<file path="src/rtl/uart_rx_pkg.sv">
// Shared definitions for the UART receive slice.
//   rx_state_t        : receive FSM state encoding
//   DATA_BITS_DEF     : default data bits per frame
//   CLKS_PER_BIT_DEF  : default clk cycles per serial bit
package uart_rx_pkg;

  typedef enum logic [2:0] {
    IDLE,
    START_CHK,
    RECV,
    STOP_CHK,
    LOAD
  } rx_state_t;

  localparam int DATA_BITS_DEF    = 8;
  localparam int CLKS_PER_BIT_DEF = 10;

endpackage

</file>
<file path="src/rtl/uart_rx_core_if.sv">
// Host-side bundle of the UART receiver.
//   serial_in     : synchronized serial line, idle high (master -> slave)
//   data_read     : host pulse, current rx_data consumed (master -> slave)
//   rx_data       : last correctly framed word (slave -> master)
//   data_ready    : rx_data holds an unread word (slave -> master)
//   overrun_error : a new word overwrote an unread word (slave -> master)
//   framing_error : last frame had stop bit = 0 (slave -> master)
// Handshake: data_read is a single-cycle pulse qualified by nothing else;
// it clears data_ready/overrun_error on the next clk edge, is a no-op when
// data_ready is low, and in the cycle a new word loads it only suppresses
// the overrun flag (data_ready stays high for the new word).
import uart_rx_pkg::*;

interface uart_rx_core_if #(
  parameter int DATA_BITS = DATA_BITS_DEF
);
  logic                 serial_in;
  logic                 data_read;
  logic [DATA_BITS-1:0] rx_data;
  logic                 data_ready;
  logic                 overrun_error;
  logic                 framing_error;

  modport master (
    output serial_in, data_read,
    input  rx_data, data_ready, overrun_error, framing_error
  );

  modport slave (
    input  serial_in, data_read,
    output rx_data, data_ready, overrun_error, framing_error
  );
endinterface

</file>
<file path="src/rtl/rx_bit_timer.sv">
// Loadable up-counter with terminal-count strobe.
//   clk, n_rst : clock, asynchronous active-low reset
//   clear      : force count to 0 (wins over en)
//   en         : advance the count this cycle
//   term       : terminal value; count wraps to 0 after reaching it
//   tc         : high in the enabled cycle where count == term
module rx_bit_timer #(
  parameter int WIDTH = 4
) (
  input  logic             clk,
  input  logic             n_rst,
  input  logic             clear,
  input  logic             en,
  input  logic [WIDTH-1:0] term,
  output logic             tc
);

  logic [WIDTH-1:0] count;

  assign tc = en && (count == term);

  always_ff @(posedge clk or negedge n_rst) begin
    if (!n_rst) begin
      count <= '0;
    end else if (clear) begin
      count <= '0;
    end else if (en) begin
      if (count == term) count <= '0;
      else               count <= count + 1'b1;
    end
  end

endmodule

</file>
<file path="src/rtl/uart_rx_core.sv">
// Serial receive engine: start-edge detect, mid-bit sampling, LSB-first
// shift-in of DATA_BITS data bits, stop-bit check and host status.
//   clk, n_rst : clock, asynchronous active-low reset
//   bus        : uart_rx_core_if slave (serial_in, data_read in;
//                rx_data, data_ready, overrun_error, framing_error out)
//   fsm_state  : current receive FSM state, for observation
// Sample points relative to the start edge E: start at E+HALF, data bit i
// at E+HALF+CLKS_PER_BIT*(i+1), stop one bit period after the last data bit.
module uart_rx_core
  import uart_rx_pkg::*;
#(
  parameter int DATA_BITS    = DATA_BITS_DEF,
  parameter int CLKS_PER_BIT = CLKS_PER_BIT_DEF
) (
  input  logic       clk,
  input  logic       n_rst,
  uart_rx_core_if.slave bus,
  output rx_state_t  fsm_state
);

  localparam int HALF  = CLKS_PER_BIT / 2;
  localparam int CYC_W = $clog2(CLKS_PER_BIT);
  localparam int BIT_W = (DATA_BITS > 1) ? $clog2(DATA_BITS) : 1;

  rx_state_t state, state_next;

  logic                 prev_serial;
  logic                 start_edge;
  logic [DATA_BITS-1:0] shift_reg;
  logic                 stop_bit;
  logic [DATA_BITS-1:0] rx_data;
  logic                 data_ready;
  logic                 overrun_error;
  logic                 framing_error;

  logic             cyc_clear, cyc_en, cyc_tc;
  logic [CYC_W-1:0] cyc_term;
  logic             bit_clear, bit_en, bit_last;

  assign start_edge = prev_serial && !bus.serial_in;

  // The bit timer is held at 0 while idle, so the cycle the edge is seen
  // is cycle 0 of the frame. The first interval is half a bit (to land on
  // the start bit's mid-point), every later one is a full bit.
  assign cyc_clear = (state == IDLE) || (state == LOAD);
  assign cyc_en    = !cyc_clear;
  assign cyc_term  = (state == START_CHK) ? CYC_W'(HALF - 1)
                                          : CYC_W'(CLKS_PER_BIT - 1);

  // Bit index advances once per data sample; its strobe marks the last bit.
  assign bit_clear = (state != RECV);
  assign bit_en    = (state == RECV) && cyc_tc;

  rx_bit_timer #(.WIDTH(CYC_W)) u_cyc_timer (
    .clk   (clk),
    .n_rst (n_rst),
    .clear (cyc_clear),
    .en    (cyc_en),
    .term  (cyc_term),
    .tc    (cyc_tc)
  );

  rx_bit_timer #(.WIDTH(BIT_W)) u_bit_timer (
    .clk   (clk),
    .n_rst (n_rst),
    .clear (bit_clear),
    .en    (bit_en),
    .term  (BIT_W'(DATA_BITS - 1)),
    .tc    (bit_last)
  );

  always_ff @(posedge clk or negedge n_rst) begin
    if (!n_rst) state <= IDLE;
    else        state <= state_next;
  end

  always_comb begin
    state_next = state;
    case (state)
      IDLE:      if (start_edge) state_next = START_CHK;
      START_CHK: if (cyc_tc)     state_next = bus.serial_in ? IDLE : RECV;
      RECV:      if (bit_last)   state_next = STOP_CHK;
      STOP_CHK:  if (cyc_tc)     state_next = LOAD;
      LOAD:                      state_next = IDLE;
      default:                   state_next = IDLE;
    endcase
  end

  always_ff @(posedge clk or negedge n_rst) begin
    if (!n_rst) begin
      prev_serial   <= 1'b1;
      shift_reg     <= '0;
      stop_bit      <= 1'b0;
      rx_data       <= '0;
      data_ready    <= 1'b0;
      overrun_error <= 1'b0;
      framing_error <= 1'b0;
    end else begin
      prev_serial <= bus.serial_in;

      if (state == START_CHK && cyc_tc && !bus.serial_in)
        framing_error <= 1'b0;

      // Shift right so the first data bit ends up in the LSB.
      if (state == RECV && cyc_tc)
        shift_reg <= {bus.serial_in, shift_reg[DATA_BITS-1:1]};

      if (state == STOP_CHK && cyc_tc)
        stop_bit <= bus.serial_in;

      if (state == LOAD) begin
        if (stop_bit) begin
          rx_data       <= shift_reg;
          data_ready    <= 1'b1;
          // A read in the same cycle consumes the old word, so nothing is lost.
          overrun_error <= data_ready && !bus.data_read;
        end else begin
          framing_error <= 1'b1;
        end
      end else if (bus.data_read) begin
        data_ready    <= 1'b0;
        overrun_error <= 1'b0;
      end
    end
  end

  assign bus.rx_data       = rx_data;
  assign bus.data_ready    = data_ready;
  assign bus.overrun_error = overrun_error;
  assign bus.framing_error = framing_error;
  assign fsm_state         = state;

endmodule

</file>
<file path="src/flat_wrapper.sv">
// flat-port wrapper written by rule: the top's interface ports become plain ports
module uart_rx_core_flat import uart_rx_pkg::*;
#(
  parameter int DATA_BITS    = DATA_BITS_DEF,
  parameter int CLKS_PER_BIT = CLKS_PER_BIT_DEF
)
  (clk, n_rst, fsm_state, bus_serial_in, bus_data_read, bus_rx_data, bus_data_ready, bus_overrun_error, bus_framing_error);
  uart_rx_core_if #(.DATA_BITS(DATA_BITS)) bus_i ();
  input  logic clk;
  input  logic n_rst;
  output rx_state_t fsm_state;
  input wire logic [$bits(bus_i.serial_in)-1:0] bus_serial_in;
  input wire logic [$bits(bus_i.data_read)-1:0] bus_data_read;
  output wire logic [$bits(bus_i.rx_data)-1:0] bus_rx_data;
  output wire logic [$bits(bus_i.data_ready)-1:0] bus_data_ready;
  output wire logic [$bits(bus_i.overrun_error)-1:0] bus_overrun_error;
  output wire logic [$bits(bus_i.framing_error)-1:0] bus_framing_error;
  assign bus_i.serial_in = bus_serial_in;
  assign bus_i.data_read = bus_data_read;
  assign bus_rx_data = bus_i.rx_data;
  assign bus_data_ready = bus_i.data_ready;
  assign bus_overrun_error = bus_i.overrun_error;
  assign bus_framing_error = bus_i.framing_error;
  uart_rx_core #(.DATA_BITS(DATA_BITS), .CLKS_PER_BIT(CLKS_PER_BIT)) u_core (.clk(clk), .n_rst(n_rst), .bus(bus_i), .fsm_state(fsm_state));
endmodule
</file>
<file path="config.mk">
export PLATFORM = sky130hd
export DESIGN_NAME = uart_rx_core_flat
export DESIGN_NICKNAME = d
export VERILOG_FILES = /design/src/rtl/uart_rx_pkg.sv /design/src/rtl/uart_rx_core_if.sv /design/src/rtl/rx_bit_timer.sv /design/src/rtl/uart_rx_core.sv /design/src/flat_wrapper.sv
export SDC_FILE = /design/constraint.sdc
export NUM_CORES = 1
export LEC_CHECK = 0
export BUFFER_PORTS_ARGS = -buffer_cell sky130_fd_sc_hd__buf_2
export CAP_MARGIN = 0
export CORE_ASPECT_RATIO = 2
export CORE_MARGIN = 2
export CORE_UTILIZATION = 30
export DETAILED_ROUTE_END_ITERATION = 8
export SLEW_MARGIN = 20
export SYNTH_ARGS = -nofsm -noshare
export SYNTH_HDL_FRONTEND = slang
export SYNTH_SLANG_ARGS = --single-unit
</file>
<file path="constraint.sdc">
create_clock -name clk -period 1.7 [get_ports clk]
set_clock_uncertainty 0.1 [all_clocks]
set_input_delay 0.085 -clock clk [delete_from_list [all_inputs] [get_ports clk]]
set_output_delay 0.085 -clock clk [all_outputs]
set_load 0.05 [all_outputs]
</file>
== Yosys cells after proc, flatten, opt, wreduce, memory -nomap -nowiden ==
Index checks and enable logic that the tools add are counted.

* $add $sub $neg: 2
* Eq/ne operators: 12
* Mux-type cells: 20
* Reductions and logical operators: 18

{| class="wikitable"
|+ Operator list
! kind !! count
|-
| $mux W3 || 7
|-
| $mux W4 || 3
|-
| $pmux W3 S4 || 1
|-
| $ne A2 B1 Y1 const B || 5
|-
| $logic_and A1 B1 Y1 || 8
|-
| $mux W1 || 8
|-
| $eq A3 B2 Y1 const B || 2
|-
| $eq A3 B3 Y1 const B || 2
|-
| $add A4 B1 Y4 const B || 1
|-
| $eq A4 B4 Y1 || 1
|-
| $reduce_and A2 Y1 || 2
|-
| $reduce_and A4 Y1 || 1
|-
| $reduce_bool A2 Y1 || 2
|-
| $add A3 B1 Y3 const B || 1
|-
| $eq A3 B1 Y1 const B || 1
|-
| $logic_not A1 Y1 || 3
|-
| $logic_not A3 Y1 || 1
|-
| $ne A3 B2 Y1 const B || 1
|-
| $mux W2 || 1
|-
| $logic_or A1 B1 Y1 || 1
|}

* Register bits: 31
* Input port bits: 4
* Output and inout port bits: 14
* Logic and storage cells: 62

== Depth between registers and ports, before layout ==
Gate-level depths: netlist (run 1).

* Depth in word-level cells: 9
* Mapped depth: 5
* Gate-level depth less buffers: 4

== By module ==
Synthesis (run 1) repeated with hierarchy kept, for this count alone.

* Cell total of the unflattened synthesis: 115
* Area total of the unflattened synthesis: 1450.1 um^2

{| class="wikitable"
|+ By module, submodules not included
! module !! times used !! cells each !! area each (um^2) !! sequential area each (um^2)
|-
| uart_rx_core || 1 || 68 || 973.4 || 601.8
|-
| rx_bit_timer (u_core.u_cyc_timer) || 1 || 28 || 279.0 || 100.1
|-
| rx_bit_timer (u_core.u_bit_timer) || 1 || 19 || 197.7 || 75.1
|}

== Least setup slack after synthesis (run 1) ==
OpenSTA, ideal clock, no wires.

* Path type: flip-flop to flip-flop
* Start: register u_core.state[2] (netlist: u_core.fsm_state[2])
* End: register u_core.u_bit_timer.count[0]
* Library setup time: 77 ps
* Arrival: 1699 ps
* Data required time: 1523 ps
* Slack: -177 ps
* Stages on the path, launching flop included: 5
* Buffers on the path: 0
* Period minus slack after synthesis: 1877 ps
* Cell sequence: dfrtp_1 -> or3b_4 -> mux2i_2 -> or3_1 -> a21oi_1

* Cells in the longest elaborated chain, start to end: 6
* Elaborated cells between the ends (all ways): 13
* Classes of those cells: eq/ne (5); mux (2); reduce/logical (6)

{| class="wikitable"
|+ Ends and longest elaborated chain
! item !! line !! source
|-
| start, declared || uart_rx_core.sv:25 || <nowiki>rx_state_t state, state_next;</nowiki>
|-
| start signal, assigned || uart_rx_core.sv:74 || <nowiki>else state <= state_next;</nowiki>
|-
| $eq A3 B1 Y1 (tied with other cells) || uart_rx_core.sv:47 || <nowiki>assign cyc_term = (state == START_CHK) ? CYC_W'(HALF - 1)</nowiki>
|-
| $mux W4 or $logic_or A1 B1 Y1 (tied branches) || uart_rx_core.sv:47, uart_rx_core.sv:45 ||
|-
| $eq A4 B4 Y1 or $logic_not A1 Y1 (tied branches) || rx_bit_timer.sv:20, uart_rx_core.sv:46 ||
|-
| $logic_and A1 B1 Y1 || rx_bit_timer.sv:20 || <nowiki>assign tc = en && (count == term);</nowiki>
|-
| $logic_and A1 B1 Y1 || uart_rx_core.sv:52 || <nowiki>assign bit_en = (state == RECV) && cyc_tc;</nowiki>
|-
| $reduce_bool A2 Y1 (no source line) || n/a ||
|-
| end signal, assigned || rx_bit_timer.sv:29 || <nowiki>else count <= count + 1'b1;</nowiki>
|-
| end, declared || rx_bit_timer.sv:18 || <nowiki>logic [WIDTH-1:0] count;</nowiki>
|}

Parallel ways exist; a longest one is shown, timed or not.
A chain may end at the register's enable or synchronous reset.

== Final worst setup path (run 1) ==
* Start: register u_core.state[1] (netlist: u_core.fsm_state[1])
* End: register u_core.u_bit_timer.count[0]

The elaborated chain is that of the path after synthesis.

==> flow_metrics.env, run 1 <==
export IMPL_status="finished, final reports clean"
export IMPL_diodes=0
export IMPL_path_max_fanout=4
export IMPL_drt_iter0_drc=6
export IMPL_power_per_cell_area_nw_per_um2=1321
export IMPL_drcViolationCount=0
export IMPL_end_kind="flop"
export IMPL_max_freq_mhz=601.5
export IMPL_ctsHtreeMaxLevel=2
export IMPL_crit_arrival_ps=1770
export IMPL_fin_nets=142
export IMPL_synth_seq_area_share_pct=57.50
export IMPL_grt_antenna_before_repair=0
export IMPL_netlist_area_sq_um=1351
export IMPL_max_cap_violations=0
export IMPL_tritoncts="done"
export IMPL_hold_path_class="in2async"
export IMPL_grt_pass1_vias=979
export IMPL_vias=924
export IMPL_ant_nets=0
export IMPL_syn_nets=111
export IMPL_wl_per_cell_microns=13.87
export IMPL_synth_avg_cell_area_sq_um=12.99
export IMPL_hold_viol_final=0
export IMPL_maxSlewHeadroom_pct=54.84
export IMPL_track_usage_pct=11.94
export IMPL_cts_buffer_depth=2
export IMPL_stdcell_count=190
export IMPL_first_pass_iters=3
export IMPL_final_cell_mix="dfrtp_1 (27), mux2_1 (17), buf_2 (17)"
export IMPL_clock_sinks=31
export IMPL_place_congestion=0.8203
export IMPL_postLayoutSetupSlackWorst_ps=37.45
export IMPL_tightest_slew_ps=677.4
export IMPL_wl_mm=2.635
export IMPL_synth_seq_cells=31
export IMPL_fin_crit_sh_pct=97.80
export IMPL_root_buffer="clkbuf_8"
export IMPL_grt_pass1_wl_mm=4.602
export IMPL_start_kind="flop"
export IMPL_syn_to_final_growth_pct=27.50
export IMPL_io_pins=18
export IMPL_crit_type="reg2reg"
export IMPL_ys_types=31
export IMPL_ys_warn_count=0
export IMPL_dieArea_sq_um=5089
export IMPL_dpl_hpwl_mm=1.962
export IMPL_drive_gt1_share_pct=33.82
export IMPL_dpl_worst_slack_ps=18.13
export IMPL_cts_buffers=5
export IMPL_portBuffers=17
export IMPL_rsz0062_at_grt="true"
export IMPL_clkSlewWorstSetupHoldPaths_ps=60
export IMPL_setup_violations=0
export IMPL_fp_dieH_microns=98.91
export IMPL_coreArea_sq_um=4339
export IMPL_dpl_cell_count=179
export IMPL_grt_max_degree=32
export IMPL_syn_inst=104
export IMPL_overflow=0
export IMPL_final_common_cell="dfrtp_1"
export IMPL_period_minus_slack_ps=1663
export IMPL_p_leak_uw=0.0008490
export IMPL_ir_worst_vdd_mv=1.034
export IMPL_post_cts_buffers=0
export IMPL_num_rows=34
export IMPL_initial_core_util_pct=31.14
export IMPL_clk_latency_ps=280
export IMPL_via_per_inst=4.863
export IMPL_slew_viol_final=0
export IMPL_die_w_microns=51.46
export IMPL_cp_required_ps=1810
## cell usage after synthesis (all sizes together)
library cell	number	area (sq um)
dfrtp	30	750.7
mux2	18	206.4
a21oi	8	40.04
nor2	8	30.03
nand2	6	22.52
nand3b	4	30.03
buf	3	15.01
ha	3	37.54
o21ai	3	15.01
nand3	2	15.01
or3b	2	20.02
a21o	1	7.510
a221oi	1	15.01
a31o	1	8.760
and3	1	6.260
and4	1	8.760
and4b	1	10.01
and4bb	1	12.51
dfstp	1	26.28
inv	1	3.750
mux2i	1	13.76
nand2b	1	6.260
nor3	1	5.000
nor4	1	6.260
nor4b	1	15.01
o2bb2ai	1	8.760
or3	1	6.260
xnor2	1	8.760
## what timing repair did
action / in CTS / in global routing
endpoints found under the setup margin: 0 / 16
endpoints found under the hold margin: 34 / 0
gates resized for setup: 0 / 6
hold buffers: 3 / 0
## worst paths after layout
kind / start / to / slack, ps / cells past startpoint
worst max-delay path: u_core.fsm_state[1] / u_core.u_bit_timer.count[0] / 40 / 4
worst min-delay path: n_rst / u_core.bus.data_ready / 270 / 2
worst max register to register: u_core.fsm_state[1] / u_core.u_bit_timer.count[0] / 40 / 4
worst min register to register: u_core.bus.rx_data[0] / u_core.bus.rx_data[0] / 380 / 1
max in group asynchronous: n_rst / u_core.fsm_state[1] / 750 / 2
min in group clk: u_core.bus.rx_data[0] / u_core.bus.rx_data[0] / 380 / 1
## per-stage QoR
| step | TNS, ps | total power (uW) | cell area [sq um] | utilization, % | hold WS [ps] |
|---|---|---|---|---|---|
| 2_1_floorplan | -79.76 | 1419 | 1361 | - | -310.6 |
| 3_3_place_gp | 0 | 1590 | 1562 | 35.99 | 43.53 |
| 3_5_place_dp | 0 | 1621 | 1562 | 35.99 | 59.30 |
| 4_1_cts | 0 | 2255 | 1692 | 38.99 | 287.4 |
| 5_1_grt | -94.62 | 2411 | 1723 | 39.71 | 351.1 |
| 6_report | 0 | 2276 | 1723 | 39.71 | 270.9 |
## kinds of logic (layout without fill, tap and decap cells)
family | Yosys count | after routing | synth area share, %
AO/OA/AOI/OAI | 15 | 15 | 7.037
XOR/XNOR | 1 | 1 | 0.6483
adder cells (fa/ha/maj) | 3 | 3 | 2.778
buffers and inverters | 4 | 36 | 1.388
flip-flops | 31 | 31 | 57.50
multiplexers | 19 | 19 | 16.30
AND/OR/NAND/NOR | 31 | 31 | 14.35
## cell type report
class                      instances  area, sq um
fill                             449         2616
sequential                        31        780.7
multi-input combinational         69        590.6
timing repair buffer              27        180.2
clock buffer                       8        100.1
tap                               54        67.56
inverter                           1        3.754
## report_power, final
group	internal, uW	total [uW]	switching (uW)
registers	840	969	129
clock network	369	625	256
logic	290	683	393
total	1500	2280	777
## per-layer routing
metal,GRT usage (%),wire (microns)
met1,13.78,991
met2,18.84,1418
met3,3.636,115
met4,7.287,110
met5,0,0
## critical path: stages, from the launching register on
cell and delay [ps]:
dfrtp_2 430, or3b_4 430, mux2i_2 180, or3_1 340
a21oi_2 120
Note: power is estimated with default switching activity, not from simulation.
==> run 2: changes to the inputs <==
--- a/config.mk
+++ b/config.mk
@@ -8,9 +8,10 @@
 export BUFFER_PORTS_ARGS = -buffer_cell sky130_fd_sc_hd__buf_2
 export CAP_MARGIN = 0
 export CORE_ASPECT_RATIO = 2
-export CORE_MARGIN = 2
+export CORE_MARGIN = 8
 export CORE_UTILIZATION = 30
 export DETAILED_ROUTE_END_ITERATION = 8
+export PLACE_DENSITY_LB_ADDON = 0.2
 export SLEW_MARGIN = 20
 export SYNTH_ARGS = -nofsm -noshare
 export SYNTH_HDL_FRONTEND = slang
==> flow_metrics.env, run 2 (same netlist as run 1, synthesis figures left out) <==
export IMPL_fillCellCount=441
export IMPL_fin_util_pct=39.22
export IMPL_slew_viol_final=0
export IMPL_drive_gt1_share_pct=33.33
export IMPL_place_congestion=0.7223
export IMPL_pwr_share_seq_pct=42.2
export IMPL_num_rows=34
export IMPL_rr_startpoint="u_core.fsm_state[1]"
export IMPL_cp_required_ps=1810
export IMPL_seqCellArea_sq_um=780.7
export IMPL_track_usage_pct=8.556
export IMPL_switching_share_pct=34.56
export IMPL_dpl_cell_count=179
export IMPL_path_cells="or3b_4, mux2i_2, or3_1, a21oi_2"
export IMPL_clock_sinks=31
export IMPL_grt_antenna_before_repair=0
export IMPL_grt_pass1_wl_mm=4.678
export IMPL_period_minus_slack_ps=1662
export IMPL_final_cell_mix="dfrtp_1 (27), mux2_1 (17), buf_2 (17)"
export IMPL_crit_type="reg2reg"
export IMPL_overflow=0
export IMPL_root_buffer="clkbuf_8"
export IMPL_via_per_inst=4.755
export IMPL_crit_family="simple AND/OR/NAND/NOR gates"
export IMPL_drt_iter0_drc=14
export IMPL_path_max_fanout=3
export IMPL_r2r_cells=4
export IMPL_io_pins=18
export IMPL_dieArea_sq_um=7038
export IMPL_ant_nets=0
export IMPL_ctsHtreeMaxLevel=2
export IMPL_cp_slowest_cell="or3b_4"
export IMPL_tightest_slew_ps=704.3
export IMPL_max_freq_mhz=601.6
export IMPL_clockPowerShare_pct=26.8
export IMPL_stdcell_count=192
export IMPL_cts_buffers=5
export IMPL_max_cap_violations=0
export IMPL_clk_latency_ps=280
export IMPL_tritoncts="done"
export IMPL_drcViolationCount=0
export IMPL_portBuffers=17
export IMPL_grt_max_degree=32
export IMPL_comb_power_share_pct=31.0
export IMPL_met1_length_mm=1.200
export IMPL_crit_buf_inv=0
export IMPL_switchingPower_uw=776.2
export IMPL_status="finished, final reports clean"
export IMPL_internal_power_uw=1470
export IMPL_fin_crit_sh_pct=97.79
export IMPL_cts_buffer_depth=2
export IMPL_start_kind="flop"
export IMPL_clkSlewWorstSetupHoldPaths_ps=70
export IMPL_die_w_microns=63.46
export IMPL_cpPeakStageDelay_ps=430
export IMPL_end_kind="flop"
export IMPL_ir_worst_vdd_mv=0.5813
export IMPL_fp_dieH_microns=110.9
export IMPL_power_per_cell_area_nw_per_um2=1320
export IMPL_reg2reg_slack_ps=40
export IMPL_p_leak_uw=0.0008547
export IMPL_wl_mm=2.796
export IMPL_maxSlewHeadroom_pct=53.04
export IMPL_final_common_cell="dfrtp_1"
export IMPL_startpoint="u_core.fsm_state[1]"
export IMPL_dpl_hpwl_mm=2.010
export IMPL_vias=913
export IMPL_wl_met3_microns=77
export IMPL_diodes=0
export IMPL_coreArea_sq_um=4339
export IMPL_syn_to_final_growth_pct=25.93
export IMPL_crit_arrival_ps=1770
export IMPL_wl_per_cell_microns=14.56
export IMPL_fin_nets=144
export IMPL_maxUsedRoutingLayer="met4"
export IMPL_setup_violations=0
export IMPL_multi_input_area_sq_um=563.0
export IMPL_grt_pass1_vias=967
export IMPL_hold_path_class="in2async"
export IMPL_cp_depth=4
export IMPL_wl_met2_mm=1.449
export IMPL_initial_core_util_pct=31.14
export IMPL_hold_viol_final=0
export IMPL_worstSetupEndpoint="u_core.u_bit_timer.count[0]"
export IMPL_rsz0062_at_grt="true"
export IMPL_first_pass_iters=2
export IMPL_r2r_end="u_core.u_bit_timer.count[0]"
[run 2: cell type report]
| type | instances | area share (%) |
|---|---|---|
| Clock inverter | 1 | 0.2941 |
| Multi-Input combinational cell | 69 | 33.09 |
| Inverter | 1 | 0.2206 |
| Clock buffer | 7 | 5.074 |
| Timing Repair Buffer | 29 | 11.47 |
| Sequential cell | 31 | 45.88 |
| Tap cell | 54 | 3.971 |
[run 2: per-stage QoR]
stage	hold WS (ps)	setup TNS [ps]	power [uW]	setup WS, ps	instance area [sq um]
2_1_floorplan	-310.6	-79.76	1419	-53.18	1361
3_3_place_gp	77.16	0	1619	74.56	1562
3_5_place_dp	75.59	0	1631	29.18	1562
4_1_cts	314.0	0	2247	9.306	1683
5_1_grt	362.5	-33.33	2385	-18.94	1702
6_report	297.2	0	2246	37.63	1702
[run 2: worst min-delay path by stage]
stage / endpoint / from / depth (start not counted)
after floorplan: u_core.bus.data_ready / n_rst / 0
after global placement: u_core.u_cyc_timer.count[3] / n_rst / 1
after detailed placement: u_core.u_cyc_timer.count[3] / n_rst / 1
after CTS: u_core.u_cyc_timer.count[0] / n_rst / 2
after global routing: u_core.fsm_state[0] / n_rst / 2
final: u_core.u_cyc_timer.count[2] / n_rst / 2
[run 2: metal layers]
layer | GRT usage (%) | vias to the layer above
met4 | 6.297 | 0
met2 | 14.24 | 16
met3 | 2.429 | 7
met5 | 0 | -
li1 | - | 438
met1 | 8.748 | 452
[run 2: timing repair]
action                                  in CTS  in global routing
endpoints found under the setup margin       0                  6
endpoints found under the hold margin       35                  0
gates resized for setup                      0                  1
buffers inserted                             0                  2
hold buffers                                 3                  0
[run 2: power by group through the flow]
stage	Sequential, uW	Clock [uW]	Combinational, uW
after floorplan	1050	0	371
after global placement	964	0	655
after detailed placement	972	0	659
after CTS	957	623	666
after global routing	968	643	775
final	948	602	696
